==> src/rtl/sync_fifo_pkg.sv <==
// Shared types for the FIFO read-side prefetch logic.
package sync_fifo_pkg;

    localparam int PREFETCH_DEPTH = 3;

    typedef logic [1:0] ptr_t;
    typedef logic [1:0] cnt_t;

    // Advance a buffer pointer, wrapping after the last entry.
    function automatic ptr_t ptr_inc(input ptr_t p);
        return (p == ptr_t'(PREFETCH_DEPTH - 1)) ? ptr_t'(0) : p + ptr_t'(1);
    endfunction

endpackage

==> src/rtl/sync_fifo_reader_buf.sv <==
// Three-entry prefetch register file. The head is kept in its own register so
// the stream data holds its last value once the buffer drains.
module sync_fifo_reader_buf
    import sync_fifo_pkg::*;
#(
    parameter int DATA_WIDTH = 32
) (
    input  logic                  i_clk,
    input  logic                  i_rst_n,
    input  logic                  i_flush,
    input  logic                  i_push,
    input  logic [DATA_WIDTH-1:0] i_data,
    input  logic                  i_pop,
    output logic [DATA_WIDTH-1:0] o_head,
    output cnt_t                  o_count
);

    logic [DATA_WIDTH-1:0] r_mem [PREFETCH_DEPTH];
    logic [DATA_WIDTH-1:0] r_head;
    ptr_t                  r_wr_ptr;
    ptr_t                  r_rd_ptr;
    cnt_t                  r_count;
    ptr_t                  w_rd_nxt;

    assign w_rd_nxt = ptr_inc(r_rd_ptr);
    assign o_head   = r_head;
    assign o_count  = r_count;

    // Storage, pointers, occupancy and registered head; flush beats a capture.
    always_ff @(posedge i_clk) begin
        if (!i_rst_n) begin
            for (int i = 0; i < PREFETCH_DEPTH; i++) r_mem[i] <= '0;
            r_head   <= '0;
            r_wr_ptr <= '0;
            r_rd_ptr <= '0;
            r_count  <= '0;
        end else if (i_flush) begin
            r_wr_ptr <= '0;
            r_rd_ptr <= '0;
            r_count  <= '0;
        end else begin
            if (i_push) begin
                r_mem[r_wr_ptr] <= i_data;
                r_wr_ptr        <= ptr_inc(r_wr_ptr);
            end
            if (i_pop) r_rd_ptr <= w_rd_nxt;
            case ({i_push, i_pop})
                2'b10:   r_count <= r_count + cnt_t'(1);
                2'b01:   r_count <= r_count - cnt_t'(1);
                default: r_count <= r_count;
            endcase
            // Next head: the entry behind the popped one, or the incoming
            // word when it lands in an otherwise empty buffer.
            if (i_pop) begin
                if (r_count == cnt_t'(1)) begin
                    if (i_push) r_head <= i_data;
                end else begin
                    r_head <= r_mem[w_rd_nxt];
                end
            end else if (i_push && (r_count == '0)) begin
                r_head <= i_data;
            end
        end
    end

    // Credit accounting upstream must never let a word arrive into a full buffer.
    assert property (@(posedge i_clk) disable iff (!i_rst_n)
        !(i_push && !i_pop && !i_flush && (r_count == cnt_t'(PREFETCH_DEPTH))));

endmodule

==> src/rtl/sync_fifo_reader.sv <==
// FIFO read-side master: issues reads against buffer credit, captures the
// returning word one cycle later and presents it as a valid/ready stream.
// The first word becomes visible two cycles after its read strobe.
module sync_fifo_reader
    import sync_fifo_pkg::*;
#(
    parameter int DATA_WIDTH = 32,
    parameter int CNT_WIDTH  = 16
) (
    input  logic                  clk_i,
    input  logic                  rst_n_i,
    input  logic                  flush_i,
    input  logic                  empty_i,
    input  logic [DATA_WIDTH-1:0] rd_data_i,
    output logic                  read_o,
    output logic [DATA_WIDTH-1:0] m_data_o,
    output logic                  m_valid_o,
    input  logic                  m_ready_i,
    output logic [CNT_WIDTH-1:0]  xfer_cnt_o
);

    logic                 r_inflight;
    logic                 r_drop;
    logic [CNT_WIDTH-1:0] r_xfer;
    cnt_t                 w_count;
    logic [2:0]           w_credit_used;
    logic                 w_push;
    logic                 w_pop;

    // Buffered words plus the one on its way back; ready is deliberately absent
    // so the read strobe never depends on the downstream consumer.
    assign w_credit_used = {1'b0, w_count} + {2'b00, r_inflight};
    assign read_o        = rst_n_i & ~empty_i & ~flush_i
                         & (w_credit_used < 3'(PREFETCH_DEPTH));

    assign m_valid_o  = (w_count != '0);
    assign w_pop      = m_valid_o & m_ready_i;
    assign w_push     = r_inflight & ~r_drop;
    assign xfer_cnt_o = r_xfer;

    sync_fifo_reader_buf #(
        .DATA_WIDTH (DATA_WIDTH)
    ) u_buf (
        .i_clk   (clk_i),
        .i_rst_n (rst_n_i),
        .i_flush (flush_i),
        .i_push  (w_push),
        .i_data  (rd_data_i),
        .i_pop   (w_pop),
        .o_head  (m_data_o),
        .o_count (w_count)
    );

    // Track the outstanding read, the post-flush discard and completed handshakes.
    always_ff @(posedge clk_i) begin
        if (!rst_n_i) begin
            r_inflight <= 1'b0;
            r_drop     <= 1'b0;
            r_xfer     <= '0;
        end else begin
            r_inflight <= read_o;
            r_drop     <= flush_i & r_inflight;
            if (w_pop) r_xfer <= r_xfer + CNT_WIDTH'(1);
        end
    end

endmodule

==> config.mk <==
export PLATFORM = sky130hd
export DESIGN_NAME = sync_fifo_reader
export DESIGN_NICKNAME = d
export VERILOG_FILES = /design/src/rtl/sync_fifo_pkg.sv /design/src/rtl/sync_fifo_reader_buf.sv /design/src/rtl/sync_fifo_reader.sv
export SDC_FILE = /design/constraint.sdc
export NUM_CORES = 1
export LEC_CHECK = 0
export CAP_MARGIN = 20
export CELL_PAD_IN_SITES_DETAIL_PLACEMENT = 0
export CELL_PAD_IN_SITES_GLOBAL_PLACEMENT = 1
export CORE_ASPECT_RATIO = 0.75
export CORE_MARGIN = 1
export CORE_UTILIZATION = 46
export DETAILED_ROUTE_END_ITERATION = 10
export PLACE_DENSITY_LB_ADDON = 0.1
export SETUP_SLACK_MARGIN = 0.5
export SKIP_CTS_REPAIR_TIMING = 1
export SLEW_MARGIN = 10
export SYNTH_ARGS = -nofsm -noshare
export SYNTH_HDL_FRONTEND = slang
export SYNTH_SLANG_ARGS = --single-unit
==> constraint.sdc <==
create_clock -name clk_i -period 4.15 [get_ports clk_i]
set_input_delay 0.415 -clock clk_i [delete_from_list [all_inputs] [get_ports clk_i]]
set_output_delay 0.415 -clock clk_i [all_outputs]
set_load 0.005 [all_outputs]
==> run metrics, run 1 <==
maximum VDD drop 0.278 mV; Congestion Overflow GR 0; largest area contributor in the synthesized netlist edfxtp_1; worst-case clock buffer depth 2; portion of the post-synthesis area used by sequential elements 59.8%; number of fillers in the final layout 1179; result of the run finished, final reports clean; CP Data Arrival Time 2.43 ns; start point of the critical path rst_n_i; Hold Path Sink xfer_cnt_o[15]; number of antenna diodes 0; overall die area 15000 um2; count of standard-cell rows 37; delay-heaviest family, CP buffers and inverters; CTS clk-pin slew, worst paths 0.06 ns; total detailed-routing wirelength 14700 um; total count of max-transition violations in the final report 0; met1 layer wirelength in the final routing 7490 um; Hold Path Stages 2; vertical die dimension 106 um; Placed Instances 869; sum of net half-perimeters after detailed placement 8770 um; routed vias 4674; Power Dens Cells 412 nW/um2; Slew Limit Headroom 38.0%; initial cell density of the core 48.0%; final setup fails 0; width of the die 141 um; Synthesized Nets 662; slew at the pin with the worst max-slew slack 0.930 ns; first-pass detailed-route iteration total 6; static leakage 3.01 nW; Final min period 2.84 ns; worst hold margin 0.484 ns; Detail Route met2 WL 6320 um; total number of yosys warnings 0; master of the slowest instance on the critical path clkdlybuf4s50_1; pin count of the biggest net entering global routing 68; insertion delay to the later sink of the worst-skew pair 0.42 ns; routed length per placed instance 16.2 um; path category of the worst min-delay check reg -> reg; routed wl met3 697 um; post-placement worst setup slack 1.25 ns; worst setup path category in -> out; share of the core filled with cells in the final layout 59.9%; worst min-delay path startpoint xfer_cnt_o[15]; synth unique cells 41; antenna violations before repair 0; vias in the first global route 4356; number of register bits inferred by synthesis 152; TritonCTS clock tree done; required time at the worst-slack endpoint 3.73 ns; Root Driver clkbuf_16; Critical R2R Capture u_buf.o_head[28]; count of endpoints failing hold in the final timing report 0; per-cell via count in the routed design 5.18; RSZ-0062 raised after global routing no; worst r2r src u_buf.o_count[0]; Starting DRT DRC Count 342; cell-by-cell listing of the critical path clkdlybuf4s50_1 -> buf_4 -> nand2b_1 -> a2111oi_0 -> clkdlybuf4s50_1; sinks on the clock net 152; buffering stage count on the worst path with inverters included 3; period utilisation layout 68.5%; dominant cell type by count on the critical path clkdlybuf4s50_1; number of I/O port buffers 86; average cell area after synthesis 10.8 um2; Gate Count Post-Synth 619; Mapped Area 6690 um2; DRT antenna net count 0; ranking of synthesized cells by area edfxtp_1 (43%), dfxtp_1 (17%), and2_1 (9.0%); number of DRC violations after detailed routing 0; Max H-tree Level 4; Worst R2R Setup Slack 1.71 ns; number of standard cells in the layout, taps in and fillers out 903; min setup slack post-route 1.31 ns; proportion of layout cells with a drive suffix above 1 7.91%; IO Count 87; Core Region 13900 um2; Max Freq 352 MHz; layout overhead on the synthesized area 24.7%; first-pass GRT wire length 23300 um; worst r2r path cells 8; max_cap viols 0; Total GRT Usage 20.8%; Critical Path Fanout Max 20; CP Capture Type output port; total negative slack for setup checks 0 ns; Largest stage delay, worst path 0.59 ns; cts bufs inserted 17; placer's final routability congestion estimate 0.741; launching element type of the critical path input pin; area share of the leading cell type in the synthesized netlist 43.1%; Post-layout nets 738; Post-Route Skew 0.00804 ns; DR top layer met4
==> how the worst max path moves through the flow <==
stage | cells past startpoint | end | slack [ns]
after floorplan | 4 | u_buf.r_mem[0][0] | 1.85
after global placement | 6 | u_buf.r_mem[0][19] | 1.29
after detailed placement | 6 | u_buf.r_mem[1][15] | 1.25
after CTS | 5 | read_o | 1.32
after global routing | 5 | read_o | 1.10
final | 5 | read_o | 1.31
==> registers in the layout (all words and copies together), names as in the netlist <==
| signal | cells |
|---|---|
| u_buf.r_mem | 96 |
| r_drop | 1 |
| u_buf.o_head | 32 |
| xfer_cnt_o | 16 |
| u_buf.r_rd_ptr | 2 |
| u_buf.r_wr_ptr | 2 |
| r_inflight | 1 |
| u_buf.o_count | 2 |
==> cell usage in the layout, fill, tap and decap left out, types with 2 or more instances in the layout <==
cell type / n
a31oi_1: 32
or3_1: 2
ha_1: 6
a2111oi_0: 2
nand3_1: 3
buf_4: 9
nand2b_1: 4
clkbuf_16: 17
nand2b_2: 3
buf_12: 2
edfxtp_1: 96
inv_1: 8
nand2_1: 104
clkbuf_8: 2
xor2_1: 9
bufinv_16: 2
o21ai_0: 56
nand4_1: 5
o21ai_1: 10
clkdlybuf4s50_1: 86
dfxtp_2: 2
and2_1: 96
xnor2_1: 4
clkinvlp_4: 2
nor2_1: 16
dfxtp_1: 54
inv_6: 2
nor3_2: 2
a21oi_1: 8
mux2i_1: 32
and4_1: 2
and3_1: 2
clkinv_2: 4
nor3_1: 4
==> where the power goes <==
group          switching, mW  total [mW]  internal, mW
Clock                  0.604        1.52         0.915
Combinational          0.121       0.232         0.111
Sequential            0.0237        1.69          1.66
Total                  0.749        3.44          2.69
==> cells in the mapped netlist (all sizes together) <==
| library cell | number |
|---|---|
| and4 | 2 |
| nor2 | 17 |
| o41ai | 1 |
| or4 | 1 |
| a211oi | 2 |
| inv | 8 |
| xnor2 | 4 |
| nor4 | 1 |
| and2 | 96 |
| a2111oi | 2 |
| and3 | 2 |
| nand4 | 6 |
| nand3b | 2 |
| mux2i | 32 |
| nor2b | 1 |
| nand2 | 104 |
| a31o | 1 |
| dfxtp | 56 |
| a21oi | 8 |
| o31ai | 1 |
| and4b | 1 |
| nor3 | 7 |
| or3 | 2 |
| or3b | 1 |
| clkbuf | 25 |
| ha | 6 |
| or2 | 1 |
| edfxtp | 96 |
| nand2b | 8 |
| a31oi | 32 |
| nand3 | 3 |
| xor2 | 9 |
| buf | 15 |
| o21ai | 66 |
==> per-layer routing <==
layer / up-vias / track usage [%]
met3: 15 / 4.19
met4: 0 / 8.15
met5: - / 0
met2: 105 / 30.7
li1: 2327 / -
met1: 2227 / 30.0
==> per-stage QoR <==
stage | instance area, um2 | power (mW)
after global routing | 8350 | 3.56
after global placement | 7730 | 1.95
after floorplan | 6690 | 1.82
final | 8350 | 3.44
after detailed placement | 7730 | 1.95
after CTS | 8310 | 3.47
==> layout make-up <==
| cell class | count | area [um2] | share of cell area [%] |
|---|---|---|---|
| Multi-Input combinational cell | 419 | 2520 | 30.2 |
| Tap cell | 195 | 244 | 2.92 |
| Sequential cell | 152 | 4010 | 48.0 |
| Inverter | 8 | 30.0 | 0.360 |
| Timing Repair Buffer | 97 | 968 | 11.6 |
| Clock buffer | 20 | 457 | 5.47 |
| Clock inverter | 12 | 125 | 1.50 |
==> kinds of logic after synthesis <==
logic type	after synthesis	share of synthesized area (%)
muxes	32	4.79
AOI/OAI and AO/OA	113	9.57
adders and majority gates	6	1.12
and+or+nand+nor	255	20.0
DFF	152	59.8
buffers and inverters	48	2.95
xor gates and xnor gates	13	1.70
==> worst reg2reg max path, cell delays in order (launching register included) <==
cell      delay, ns
dfxtp_1        0.35
inv_1          0.07
ha_1           0.25
nand2b_1       0.26
inv_1          0.18
nand2b_1       0.62
buf_4          0.38
nand2_1        0.08
a31oi_1        0.17
Note: power is estimated with default switching activity, not from simulation.
==> inputs of run 2 (changes only) <==
--- a/config.mk
+++ b/config.mk
@@ -10,7 +10,7 @@
 export CELL_PAD_IN_SITES_GLOBAL_PLACEMENT = 1
 export CORE_ASPECT_RATIO = 0.75
 export CORE_MARGIN = 1
-export CORE_UTILIZATION = 46
+export CORE_UTILIZATION = 39
 export DETAILED_ROUTE_END_ITERATION = 10
 export PLACE_DENSITY_LB_ADDON = 0.1
 export SETUP_SLACK_MARGIN = 0.5
==> constraint.sdc (replaced) <==
create_clock -name clk_i -period 2.3 [get_ports clk_i]
set_input_delay 0.23 -clock clk_i [delete_from_list [all_inputs] [get_ports clk_i]]
set_output_delay 0.23 -clock clk_i [all_outputs]
set_load 0.005 [all_outputs]
==> run 2 against run 1 <==
Wire length grew 12%. Via count up 2.9%. First-iteration DRC count decreased by 30%. Sequential share of layout area shrank 3.0 points. Combinational power is 130% higher. Critical path type is now reg -> out. Critical endpoint unchanged.
==> run metrics, run 2 (synthesized netlist as in run 1, its figures left out) <==
result of the run finished, final reports clean (unchanged); cell-by-cell listing of the critical path ha_4 -> ha_4 -> a2111oi_4 -> buf_2 (was clkdlybuf4s50_1 -> buf_4 -> nand2b_1 -> a2111oi_0 -> clkdlybuf4s50_1); buffering stage count on the worst path with inverters included 1 (was 3); number of I/O port buffers 86 (unchanged); sinks on the clock net 152 (unchanged); number of fillers in the final layout 1481 (was 1179); initial cell density of the core 39.8% (was 48.0%); commonest non-fill, non-tap cells in the layout nand2_1 (104), and2_1 (96), edfxtp_1 (96) (unchanged); first-pass detailed-route iteration total 5 (was 6); first-pass GRT wire length 24400 um (was 23300 um); number of antenna diodes 0 (unchanged); Max Freq 542 MHz; pin count of the biggest net entering global routing 41 (was 68); instance count on the critical path 4 (was 5); switching part of the total 21.9% (was 21.8%); worst r2r path cells 8 (unchanged); static leakage 3.25 nW (was 3.01 nW); period utilisation layout 80.2%; P_sw 1.37 mW (was 0.749 mW); total detailed-routing wirelength 16500 um (was 14700 um); cts bufs inserted 17 (unchanged); placer's final routability congestion estimate 0.737 (was 0.741); internal power contribution 4.90 mW (was 2.69 mW); per-cell via count in the routed design 5.03 (was 5.18); Congestion Overflow GR 0 (unchanged); Slew Limit Headroom 65.2% (was 38.0%); CTS clk-pin slew, worst paths 0.06 ns (about the same); met2 layer usage reported by global route 28.2% (was 30.7%); combinational power share 8.7% (was 6.7%); IO Count 87 (unchanged); width of the die 153 um (was 141 um); GRT met3 Usage 4.90% (was 4.19%); insertion delay to the later sink of the worst-skew pair 0.42 ns (about the same); maximum VDD drop 0.488 mV (was 0.278 mV); DRT antenna net count 0 (unchanged); Max H-tree Level 4 (unchanged); worst-case clock buffer depth 2 (unchanged); final setup fails 0 (unchanged); Power Dens Cells 703 nW/um2 (was 412 nW/um2); share of total power in the clock network 42.7% (was 44.2%); layout overhead on the synthesized area 33.2% (was 24.7%); antenna violations before repair 0 (unchanged); Placed Instances 902 (was 869); Core Region 16800 um2 (was 13900 um2); routed length per placed instance 17.2 um (was 16.2 um); Post-layout nets 772 (was 738); layer with the highest usage after global routing met2 (unchanged); Post-Route Skew 0.00673 ns (was 0.00804 ns); vertical die dimension 115 um (was 106 um); routed vias 4809 (was 4674); portion of total power attributed to sequential cells 48.6% (was 49.1%); count of endpoints failing hold in the final timing report 0 (unchanged); path category of the worst min-delay check in -> reg (was reg -> reg); sum of net half-perimeters after detailed placement 10000 um (was 8770 um); Biggest register u_buf.r_mem (unchanged); share of the core filled with cells in the final layout 53.0% (was 59.9%); overall die area 17700 um2 (was 15000 um2); Hold Path Stages 2 (unchanged); Largest stage delay, worst path 0.36 ns (was 0.59 ns); max_cap viols 0 (unchanged); Total GRT Usage 18.3% (was 20.8%); number of standard cells in the layout, taps in and fillers out 957 (was 903); master of the slowest instance on the critical path dfxtp_4 (was clkdlybuf4s50_1); dominant cell type by count on the critical path ha_4 (was clkdlybuf4s50_1); worst setup path category reg -> out (was in -> out); required time at the worst-slack endpoint 2.07 ns (was 3.73 ns); Starting DRT DRC Count 238 (was 342); leading cell type in the layout, fill and taps excluded nand2_1 (unchanged); flip-flop count of the largest register after layout 96 (unchanged); Root Driver clkbuf_16 (unchanged); RSZ-0062 raised after global routing yes (was no); proportion of layout cells with a drive suffix above 1 13.6% (was 7.91%); CP Data Arrival Time 1.61 ns (was 2.43 ns); number of DRC violations after detailed routing 0 (unchanged); Critical Path Fanout Max 4 (was 20); delay-heaviest family, CP adder cells (was buffers and inverters); met1 track demand over resource in global routing 25.4% (was 30.0%); TritonCTS clock tree done (unchanged); count of standard-cell rows 41 (was 37); Final min period 1.84 ns; slew at the pin with the worst max-slew slack 0.522 ns (was 0.930 ns); vias in the first global route 4530 (was 4356); total count of max-transition violations in the final report 0 (unchanged); launching element type of the critical path flip-flop (was input pin); CP Capture Type output port (unchanged)
## run 2: cell count changes in the layout (fill, tap and decap cells not counted), sizes merged
cell / previous run / this run
clkbuf: 20 / 26
clkinv: 6 / 7
clkdlybuf4s50: 86 / 84
buf: 11 / 43
inv: 10 / 7
## run 2: power by group through the flow
stage / Sequential, mW / Combinational, mW / Clock (mW)
final: 3.04 / 0.544 / 2.68
after detailed placement: 3.10 / 0.457 / 0
after global routing: 3.05 / 0.591 / 2.85
after floorplan: 3.10 / 0.188 / 0
after CTS: 3.04 / 0.459 / 2.73
after global placement: 3.10 / 0.453 / 0
## run 2: routing by layer
| layer | wire length (um) | vias to the layer above |
|---|---|---|
| met5 | 0 | - |
| met4 | 158 | 0 |
| met3 | 764 | 17 |
| met2 | 7350 | 112 |
| met1 | 8210 | 2285 |
| li1 | - | 2395 |
## run 2: layout make-up
class / instances / area [um2] / share of cell area, %
flip-flops and latches: 152 / 4020 / 45.0
multi-input cells: 419 / 2620 / 29.4
repair buffers: 131 / 1420 / 16.0
clock buffers: 22 / 454 / 5.09
well taps: 215 / 269 / 3.02
clock inverters: 10 / 103 / 1.15
inverters: 8 / 33.8 / 0.379
## run 2: worst reg2reg max path, cell delays in order, from the launching register on
cell and delay [ns]:
dfxtp_4 0.37, inv_1 0.07, ha_4 0.19, or2_4 0.26, a211oi_4 0.20, buf_6 0.22
clkbuf_16 0.18, o21ai_0 0.07, a31oi_1 0.16
## run 2: path summary, 6_finish.rpt
kind,start,slack [ns],endpoint
max,u_buf.o_count[0],0.46,read_o
min,rst_n_i,0.32,u_buf.r_mem[2][2]
max reg2reg,u_buf.o_count[0],0.49,u_buf.o_head[26]
min reg2reg,xfer_cnt_o[15],0.49,xfer_cnt_o[15]
## run 2: metrics by stage
step	cell area, um2	power [mW]	TNS [ns]	worst slack [ns]	hold slack (ns)
2_1_floorplan	6720	3.28	0	0.525	0.313
3_3_place_gp	7950	3.55	0	0.113	0.468
3_5_place_dp	7950	3.56	0	0.166	0.488
4_1_cts	8500	6.24	-0.298	-0.298	0.352
5_1_grt	8920	6.49	0	0.403	0.308
6_report	8920	6.27	0	0.455	0.315
==> inputs of run 3 (changes only) <==
==> constraint.sdc (replaced) <==
create_clock -name clk_i -period 1.6 [get_ports clk_i]
set_input_delay 0.16 -clock clk_i [delete_from_list [all_inputs] [get_ports clk_i]]
set_output_delay 0.16 -clock clk_i [all_outputs]
set_load 0.005 [all_outputs]
==> run 3 against run 2 <==
The run now ends with setup timing left. Clock power grew 55%. Sequential power up 43%. Flip-flop and latch count unchanged. Critical endpoint is now u_buf.o_head[17]. Largest power group unchanged.
==> run metrics, run 3 (synthesized netlist as in run 1, its figures left out) <==
total detailed-routing wirelength 18200 um (was 16500 um); CP Data Arrival Time 2.20 ns (was 1.61 ns); number of fillers in the final layout 1383 (was 1481); TritonCTS clock tree done (unchanged); IO Count 87 (unchanged); pin count of the biggest net entering global routing 45 (was 41); number of DRC violations after detailed routing 0 (unchanged); Worst R2R Setup Slack -0.24 ns (was 0.49 ns); DRT antenna net count 0 (unchanged); Starting DRT DRC Count 248 (was 238); sum of net half-perimeters after detailed placement 9710 um (was 10000 um); Hold Path Stages 4 (was 2); share of the core filled with cells in the final layout 58.9% (was 53.0%); placer's final routability congestion estimate 0.741 (was 0.737); required time at the worst-slack endpoint 1.95 ns (was 2.07 ns); static leakage 4.26 nW (was 3.25 nW); flip-flop count of the largest register after layout 96 (unchanged); Root Driver clkbuf_16 (unchanged); CP Capture Type flip-flop (was output port); RSZ-0062 raised after global routing yes (unchanged); Power Dens Cells 945 nW/um2 (was 703 nW/um2); worst-case clock buffer depth 2 (unchanged); Biggest register u_buf.r_mem (unchanged); CTS clk-pin slew, worst paths 0.06 ns (about the same); worst hold margin 0.229 ns (was 0.315 ns); commonest non-fill, non-tap cells in the layout nand2_1 (102), edfxtp_1 (96), and2_1 (66) (was nand2_1 (104), and2_1 (96), edfxtp_1 (96)); Critical R2R Capture u_buf.o_head[17] (was u_buf.o_head[26]); Critical Path Fanout Max 8 (was 4); proportion of layout cells with a drive suffix above 1 30.2% (was 13.6%); Total GRT Usage 18.7% (was 18.3%); Core Region 16800 um2 (unchanged); sinks on the clock net 152 (unchanged); first-pass detailed-route iteration total 4 (was 5); worst min-delay path startpoint rst_n_i (unchanged); vias in the first global route 4658 (was 4530); count of standard-cell rows 41 (unchanged); Post-layout nets 817 (was 772); worst setup path category reg -> reg (was reg -> out); number of antenna diodes 0 (unchanged); antenna violations before repair 0 (unchanged); Hold Path Sink u_buf.o_head[5] (was u_buf.r_mem[2][2]); slew at the pin with the worst max-slew slack 0.491 ns (was 0.522 ns); maximum VDD drop 0.635 mV (was 0.488 mV); launching element type of the critical path flip-flop (unchanged); layout overhead on the synthesized area 48.1% (was 33.2%); result of the run complete, but fails checks (was finished, final reports clean); period utilisation layout 115%; Post-Route Skew 0.00814 ns (was 0.00673 ns); Max H-tree Level 4 (unchanged); insertion delay to the later sink of the worst-skew pair 0.43 ns (was 0.42 ns); path category of the worst min-delay check in -> reg (unchanged); Placed Instances 927 (was 902); final setup fails 189 (was 0); initial cell density of the core 39.8% (unchanged); max_cap viols 0 (unchanged); per-cell via count in the routed design 5.14 (was 5.03); overall die area 17700 um2 (unchanged); cts bufs inserted 17 (unchanged); violated checks setup timing; count of endpoints failing hold in the final timing report 0 (unchanged); worst r2r path cells 9 (was 8); Final min period 1.84 ns; routed length per placed instance 18.2 um (was 17.2 um); number of I/O port buffers 86 (unchanged); total count of max-transition violations in the final report 0 (unchanged); worst r2r src u_buf.o_count[0] (unchanged); vertical die dimension 115 um (unchanged); Max Freq 542 MHz; number of standard cells in the layout, taps in and fillers out 1000 (was 957); Slew Limit Headroom 67.2% (was 65.2%); leading cell type in the layout, fill and taps excluded nand2_1 (unchanged); routed vias 5138 (was 4809); first-pass GRT wire length 24900 um (was 24400 um); width of the die 153 um (unchanged); min setup slack post-route -0.245 ns (was 0.455 ns); Congestion Overflow GR 0 (unchanged)
[run 3: worst max path at each step]
stage                           from                 end  slack [ns]  depth (start not counted)
global route        u_buf.o_count[0]     u_buf.o_head[1]       -0.29                          9
finish              u_buf.o_count[0]    u_buf.o_head[17]       -0.24                          9
global placement          r_inflight              read_o       -0.21                          4
CTS                       r_inflight              read_o       -0.67                          4
detailed placement           flush_i  u_buf.r_mem[1][10]       -0.22                          7
floorplan           u_buf.o_count[1]    u_buf.o_head[10]        0.01                          7
[run 3: area by class of cell]
| class | instances | area (um2) | area share [%] |
|---|---|---|---|
| timing repair buffer | 176 | 2090 | 21.1 |
| sequential | 152 | 4070 | 41.0 |
| multi-input combinational | 419 | 2840 | 28.7 |
| clock inverter | 13 | 180 | 1.82 |
| tap | 215 | 269 | 2.71 |
| clock buffer | 17 | 425 | 4.29 |
| inverter | 8 | 35.0 | 0.353 |
[run 3: worst max-delay path: stages (launching register included)]
cell and delay [ns]:
dfxtp_4 0.38, buf_6 0.10, inv_4 0.03, ha_4 0.16
or2_4 0.23, a211oi_4 0.28, buf_6 0.19, clkbuf_16 0.17
o21ai_0 0.07, a31oi_1 0.16
[run 3: layer usage]
metal | global-route usage, % | part of all wire (%) | up-vias
met5 | 0 | 0 | -
met3 | 4.56 | 4.7 | 12
met2 | 28.5 | 45 | 116
met4 | 6.06 | 0.77 | 0
li1 | - | - | 2483
met1 | 26.2 | 49 | 2527
[run 3: power by group]
group | leakage, nW | internal (mW) | switching, mW
Sequential | 1.46 | 4.30 | 0.0595
Combinational | 2.50 | 0.442 | 0.405
Clock | 0.292 | 2.58 | 1.58
Total | 4.26 | 7.32 | 2.04
[run 3: stage by stage]
| step | power, mW | area (um2) | setup TNS (ns) | worst slack (ns) |
|---|---|---|---|---|
| after floorplan | 4.74 | 6840 | 0 | 0.0113 |
| after global placement | 5.16 | 8310 | -34.27 | -0.209 |
| after detailed placement | 5.17 | 8310 | -41.45 | -0.224 |
| after CTS | 9.35 | 8920 | -7.68 | -0.673 |
| after global routing | 9.71 | 9910 | -36.42 | -0.288 |
| final | 9.37 | 9910 | -23.57 | -0.245 |
==> RTL edit 1: new RTL, flow settings as in run 1 <==
Put one more register stage on the output `xfer_cnt_o`, without a reset. The value now appears one clock later. The other outputs are not delayed to match.
--- a/src/rtl/sync_fifo_reader.sv
+++ b/src/rtl/sync_fifo_reader.sv
@@ -37,5 +37,7 @@
     assign w_pop      = m_valid_o & m_ready_i;
     assign w_push     = r_inflight & ~r_drop;
-    assign xfer_cnt_o = r_xfer;
+    always_ff @(posedge clk_i) begin
+        xfer_cnt_o <= r_xfer;
+    end
 
     sync_fifo_reader_buf #(
Behaviour: not the same (a bounded check fails within 4 cycles, from zero or initial values and one cycle with rst_n_i low).
==> RTL edit 1 against run 1 <==
  * Worst hold slack worse by 0.11 ns
  * Total power grew 6.0%
  * Final area up 3.7%
  * Sequential power increased by 9%
  * Sequential cell count rose by 16
  * Routed wire length grew 0.41%
  * Core utilization is 1.0 points lower
  * Area after synthesis is 4.8% higher
  * Fmax is 4.9% higher
  * Global-route usage down 0.73 points
  * Worst setup slack improved by 0.13 ns
  * Sequential share of layout area up 2.0 points
  * First-iteration DRC count fell by 25%
  * Die area rose by 4.7%
==> RTL edit 1: results (changes against run 1) <==
| Metric | Value |
|---|---|
| Status | `finished clean (unchanged)` |
| H-tree levels | `4 (unchanged)` |
| Port buffer count | `86 (unchanged)` |
| Synth cell count leaders | `nand2_1 (106), and2_1 (98), edfxtp_1 (96) (was nand2_1 (104), and2_1 (96), edfxtp_1 (96))` |
| Final #Nets | `751 (was 738)` |
| Worst skew pair latency | `~0.43 ns` |
| Adder-cell share of the synthesized area | `1.07% (was 1.12%)` |
| Number of flops mapped to enable cells by yosys | `96 (unchanged)` |
| Share of synthesized registers carrying an async set or reset | `0% (unchanged)` |
| Ant diodes | `0 (unchanged)` |
| Top reg by flops | `u_buf.r_mem (unchanged)` |
| Vias per cell | `5.11 (was 5.18)` |
| Cell family with most CP delay | `buffers and inverters (unchanged)` |
| CP max FO | `9 (was 20)` |
| Drt first pass iters | `5 (was 6)` |
| Synth warn | `0 (unchanged)` |
| Peak VDD IR | `0.288 mV (was 0.278 mV)` |
| First-pass GRT wire length | `23,400 um (was 23,300 um)` |
| Total vias in the final route | `4,703 (was 4,674)` |
| Fillers | `1,198 (was 1,179)` |
| Total GRT Usage | `20.1% (was 20.8%)` |
| Crit-path max cell delay | `0.57 ns (was 0.59 ns)` |
| Root Driver | `clkbuf_16 (unchanged)` |
| Layout cell share with drive strength beyond 1 | `7.35% (was 7.91%)` |
| Xor-xnor portion of the synthesized cell area | `1.62% (was 1.70%)` |
| Avg Cell Area, Syn | `11.0 um2 (was 10.8 um2)` |
| Placement Cell Area | `8010 um2 (was 7730 um2)` |
| Max reg flops | `96 (unchanged)` |
| Syn nets | `680 (was 662)` |
| Number of antenna violations at the first check in global routing | `0 (unchanged)` |
| Mux contribution to synthesized area | `4.57% (was 4.79%)` |
| Most used flip-flop cell after synthesis | `edfxtp_1 (unchanged)` |
| Final WL | `14,700 um (about the same)` |
| Post-synthesis sequential area ratio | `61.6% (was 59.8%)` |
| Distinct cell type count after synthesis | `41 (unchanged)` |
| Routability congestion estimate | `0.753 (was 0.741)` |
| Clk slew on worst S/H paths | `0.06 ns (about the same)` |
| Vias in the first global route | `4,521 (was 4,356)` |
| Pin count of the biggest net entering global routing | `68 (unchanged)` |
| Worst Skew | `0.0112 ns (was 0.00804 ns)` |
| DR iter-0 viols | `257 (was 342)` |
| Dpl hpwl | `8500 um (was 8770 um)` |
| Synth Area in Compound Gates | `9.13% (was 9.57%)` |
| Leakage Power | `0.00309 uW (was 0.00301 uW)` |
| Dpl cells | `886 (was 869)` |
| Slew @ Worst Pin | `0.939 ns (was 0.930 ns)` |
| Critical Path AT | `2.30 ns (was 2.43 ns)` |
| Top cells by area, synth | `edfxtp_1 (41%), dfxtp_1 (21%), and2_1 (8.7%), nand2_1 (5.7%), mux2i_1 (4.6%) (was edfxtp_1 (43%), dfxtp_1 (17%), and2_1 (9.0%), nand2_1 (5.8%), mux2i_1 (4.8%))` |
## RTL edit 1: final timing paths
check             slack, ns                to             start  cells past startpoint
setup / recovery       1.44            read_o           flush_i                      4
hold / removal         0.38    xfer_cnt_o[15]        r_xfer[15]                      0
setup reg to reg       1.91  u_buf.o_head[23]  u_buf.o_count[0]                      6
hold reg to reg        0.38    xfer_cnt_o[15]        r_xfer[15]                      0
## RTL edit 1: report_power, final
part / leakage [uW] / internal, uW / switching [uW]
combinational: 0.00123 / 111 / 121
sequential: 0.00158 / 1820 / 24.5
clock: 0.000284 / 946 / 623
## RTL edit 1: cell type report
class	count	share of cell area, %
Multi-Input combinational cell	422	29.0
Tap cell	200	2.89
Clock inverter	8	1.08
Sequential cell	168	50.0
Timing Repair Buffer	94	11.1
Clock buffer	24	5.68
Inverter	5	0.217
## RTL edit 1: logic make-up (layout without fill, tap and decap cells)
logic type	after synthesis	after routing
buffers and inverters	47	131
AO/OA/AOI/OAI	114	114
adder cells (fa/ha/maj)	6	6
XOR/XNOR	13	13
multiplexers	32	32
AND/OR/NAND/NOR	257	257
flip-flops	168	168
## RTL edit 1: per-layer routing
| metal | routed length [um] | track usage (%) | vias up |
|---|---|---|---|
| li1 | - | - | 2366 |
| met1 | 7260 | 27.2 | 2213 |
| met2 | 6730 | 31.9 | 115 |
| met3 | 633 | 3.86 | 9 |
| met4 | 105 | 8.05 | 0 |
| met5 | 0 | 0 | - |
## RTL edit 1: stage by stage
stage	hold slack [ns]	worst slack (ns)	util (%)
floorplan	0.344	0.634	-
global placement	0.359	1.46	54.4
detailed placement	0.369	1.39	54.5
CTS	0.381	1.45	58.5
global route	0.397	1.34	58.9
finish	0.378	1.44	58.9
==> RTL edit 2: new RTL, config.mk and constraints of run 1 <==
Without the edit above. The package constant `PREFETCH_DEPTH` goes from 3 to 2.
--- a/src/rtl/sync_fifo_pkg.sv
+++ b/src/rtl/sync_fifo_pkg.sv
@@ -2,5 +2,5 @@
 package sync_fifo_pkg;
 
-    localparam int PREFETCH_DEPTH = 3;
+    localparam int PREFETCH_DEPTH = 2;
 
     typedef logic [1:0] ptr_t;
Check against the original RTL: not equivalent (Yosys sat finds a counterexample within 4 cycles, from zero or initial values and one cycle with rst_n_i low).
==> RTL edit 2 against run 1 <==
  * Worst setup slack gained 0.18 ns
  * Final area shrank 20%
  * Total power shrank 15%
  * Register-to-register slack gained 0.13 ns
  * Routed wire length shrank 25%
  * Sequential cell count shrank 34
  * Sequential power shrank 24%
  * Area after synthesis shrank 24%
  * Die area shrank 23%
  * Largest cell class unchanged
==> RTL edit 2: results (changes against run 1) <==
| Metric | Value |
|---|---|
| Status | `finished clean (unchanged)` |
| Distinct cell type count after synthesis | `36 (was 41)` |
| Hold path endpoint | `r_inflight (was xfer_cnt_o[15])` |
| Max reg flops | `64 (was 96)` |
| Leakage Power | `0.00229 uW (was 0.00301 uW)` |
| Final #Nets | `587 (was 738)` |
| Syn nets | `508 (was 662)` |
| Layout cell share with drive strength beyond 1 | `7.87% (was 7.91%)` |
| Pin count of the biggest net entering global routing | `65 (was 68)` |
| Top cells by area, synth | `edfxtp_1 (38%), dfxtp_1 (21%), and2_1 (8.0%), mux2i_1 (6.5%), nand2_1 (5.2%) (was edfxtp_1 (43%), dfxtp_1 (17%), and2_1 (9.0%), nand2_1 (5.8%), mux2i_1 (4.8%))` |
| Vias in the first global route | `3,476 (was 4,356)` |
| Routability congestion estimate | `0.769 (was 0.741)` |
| Wire length on met2 | `4820 um (was 6320 um)` |
| Total vias in the final route | `3,604 (was 4,674)` |
| Peak VDD IR | `0.314 mV (was 0.278 mV)` |
| Hold depth | `1 (was 2)` |
| Metal1 wirelength | `5410 um (was 7490 um)` |
| Dpl hpwl | `6360 um (was 8770 um)` |
| Drt first pass iters | `4 (was 6)` |
| Number of flops mapped to enable cells by yosys | `64 (was 96)` |
| Met2 Usage GRT | `30.0% (was 30.7%)` |
| Relative slew slack | `31.0% (was 38.0%)` |
| Pre-CTS setup slack | `1.51 ns (was 1.25 ns)` |
| Worst Skew | `0.00830 ns (was 0.00804 ns)` |
| Worst R2R Path Depth | `6 (was 8)` |
| Met1 Track Usage GR | `29.6% (was 30.0%)` |
| R2R Setup Slk | `1.84 ns (was 1.71 ns)` |
| Dpl cells | `662 (was 869)` |
| Critical Path AT | `2.25 ns (was 2.43 ns)` |
| Final cell count without fillers | `695 (was 903)` |
| Metal3 WL | `596 um (was 697 um)` |
| Total GRT Usage | `20.9% (was 20.8%)` |
| WL/cell | `15.8 um (was 16.2 um)` |
| Number of antenna violations at the first check in global routing | `0 (unchanged)` |
| DR iter-0 viols | `261 (was 342)` |
| Fin crit period | `2.67 ns (was 2.84 ns)` |
| Min-Delay Startpoint | `u_buf.o_count[1] (was xfer_cnt_o[15])` |
| CP max FO | `7 (was 20)` |
| Grt met3 use | `4.88% (was 4.19%)` |
| First-pass GRT wire length | `17,800 um (was 23,300 um)` |
| Mapped Cells | `467 (was 619)` |
| Post-synthesis sequential area ratio | `58.8% (was 59.8%)` |
-- RTL edit 2: cell types whose count changed in the layout (fill, tap and decap cells not counted), sizes merged, moves of 6 or more --
| cell | run 1 | this run |
|---|---|---|
| a21oi | 8 | 36 |
| a31oi | 32 | 0 |
| and2 | 96 | 65 |
| buf | 11 | 5 |
| edfxtp | 96 | 64 |
| nand2 | 104 | 71 |
| o211ai | 0 | 33 |
| o21ai | 66 | 2 |
-- RTL edit 2: power by group --
| part | internal, uW | switching (uW) | total [uW] |
|---|---|---|---|
| combinational | 89.7 | 98.7 | 188 |
| clock | 931 | 502 | 1430 |
| sequential | 1270 | 16.6 | 1290 |
-- RTL edit 2: cell families after synthesis --
family | count (synthesis) | share of synthesized area (%)
fa+ha+maj | 4 | 0.979
compound gates | 79 | 9.89
xor+xnor | 14 | 2.40
flops | 118 | 58.8
simple gates | 181 | 18.3
mux | 33 | 6.46
buf+inv | 38 | 3.18
-- RTL edit 2: area by class of cell --
cell class | count | share of cell area [%]
Inverter | 7 | 0.393
Timing Repair Buffer | 91 | 13.6
Sequential cell | 118 | 45.0
Tap cell | 136 | 2.55
Multi-Input combinational cell | 311 | 29.6
Clock buffer | 24 | 7.83
Clock inverter | 8 | 1.01
-- RTL edit 2: metrics by stage --
stage | hold WS [ns] | utilization, % | instance area (um2) | power (uW)
after floorplan | 0.417 | - | 5110 | 1400
after global placement | 0.431 | 57.6 | 6070 | 1500
after detailed placement | 0.444 | 57.6 | 6070 | 1500
after CTS | 0.451 | 63.2 | 6660 | 2940
after global routing | 0.476 | 63.4 | 6680 | 3010
final | 0.451 | 63.4 | 6680 | 2910
-- RTL edit 2: worst max-delay path: stages --
cell	delay, ns
clkdlybuf4s50_1	0.64
nand2_1	0.24
a2111oi_0	0.38
clkdlybuf4s50_1	0.57
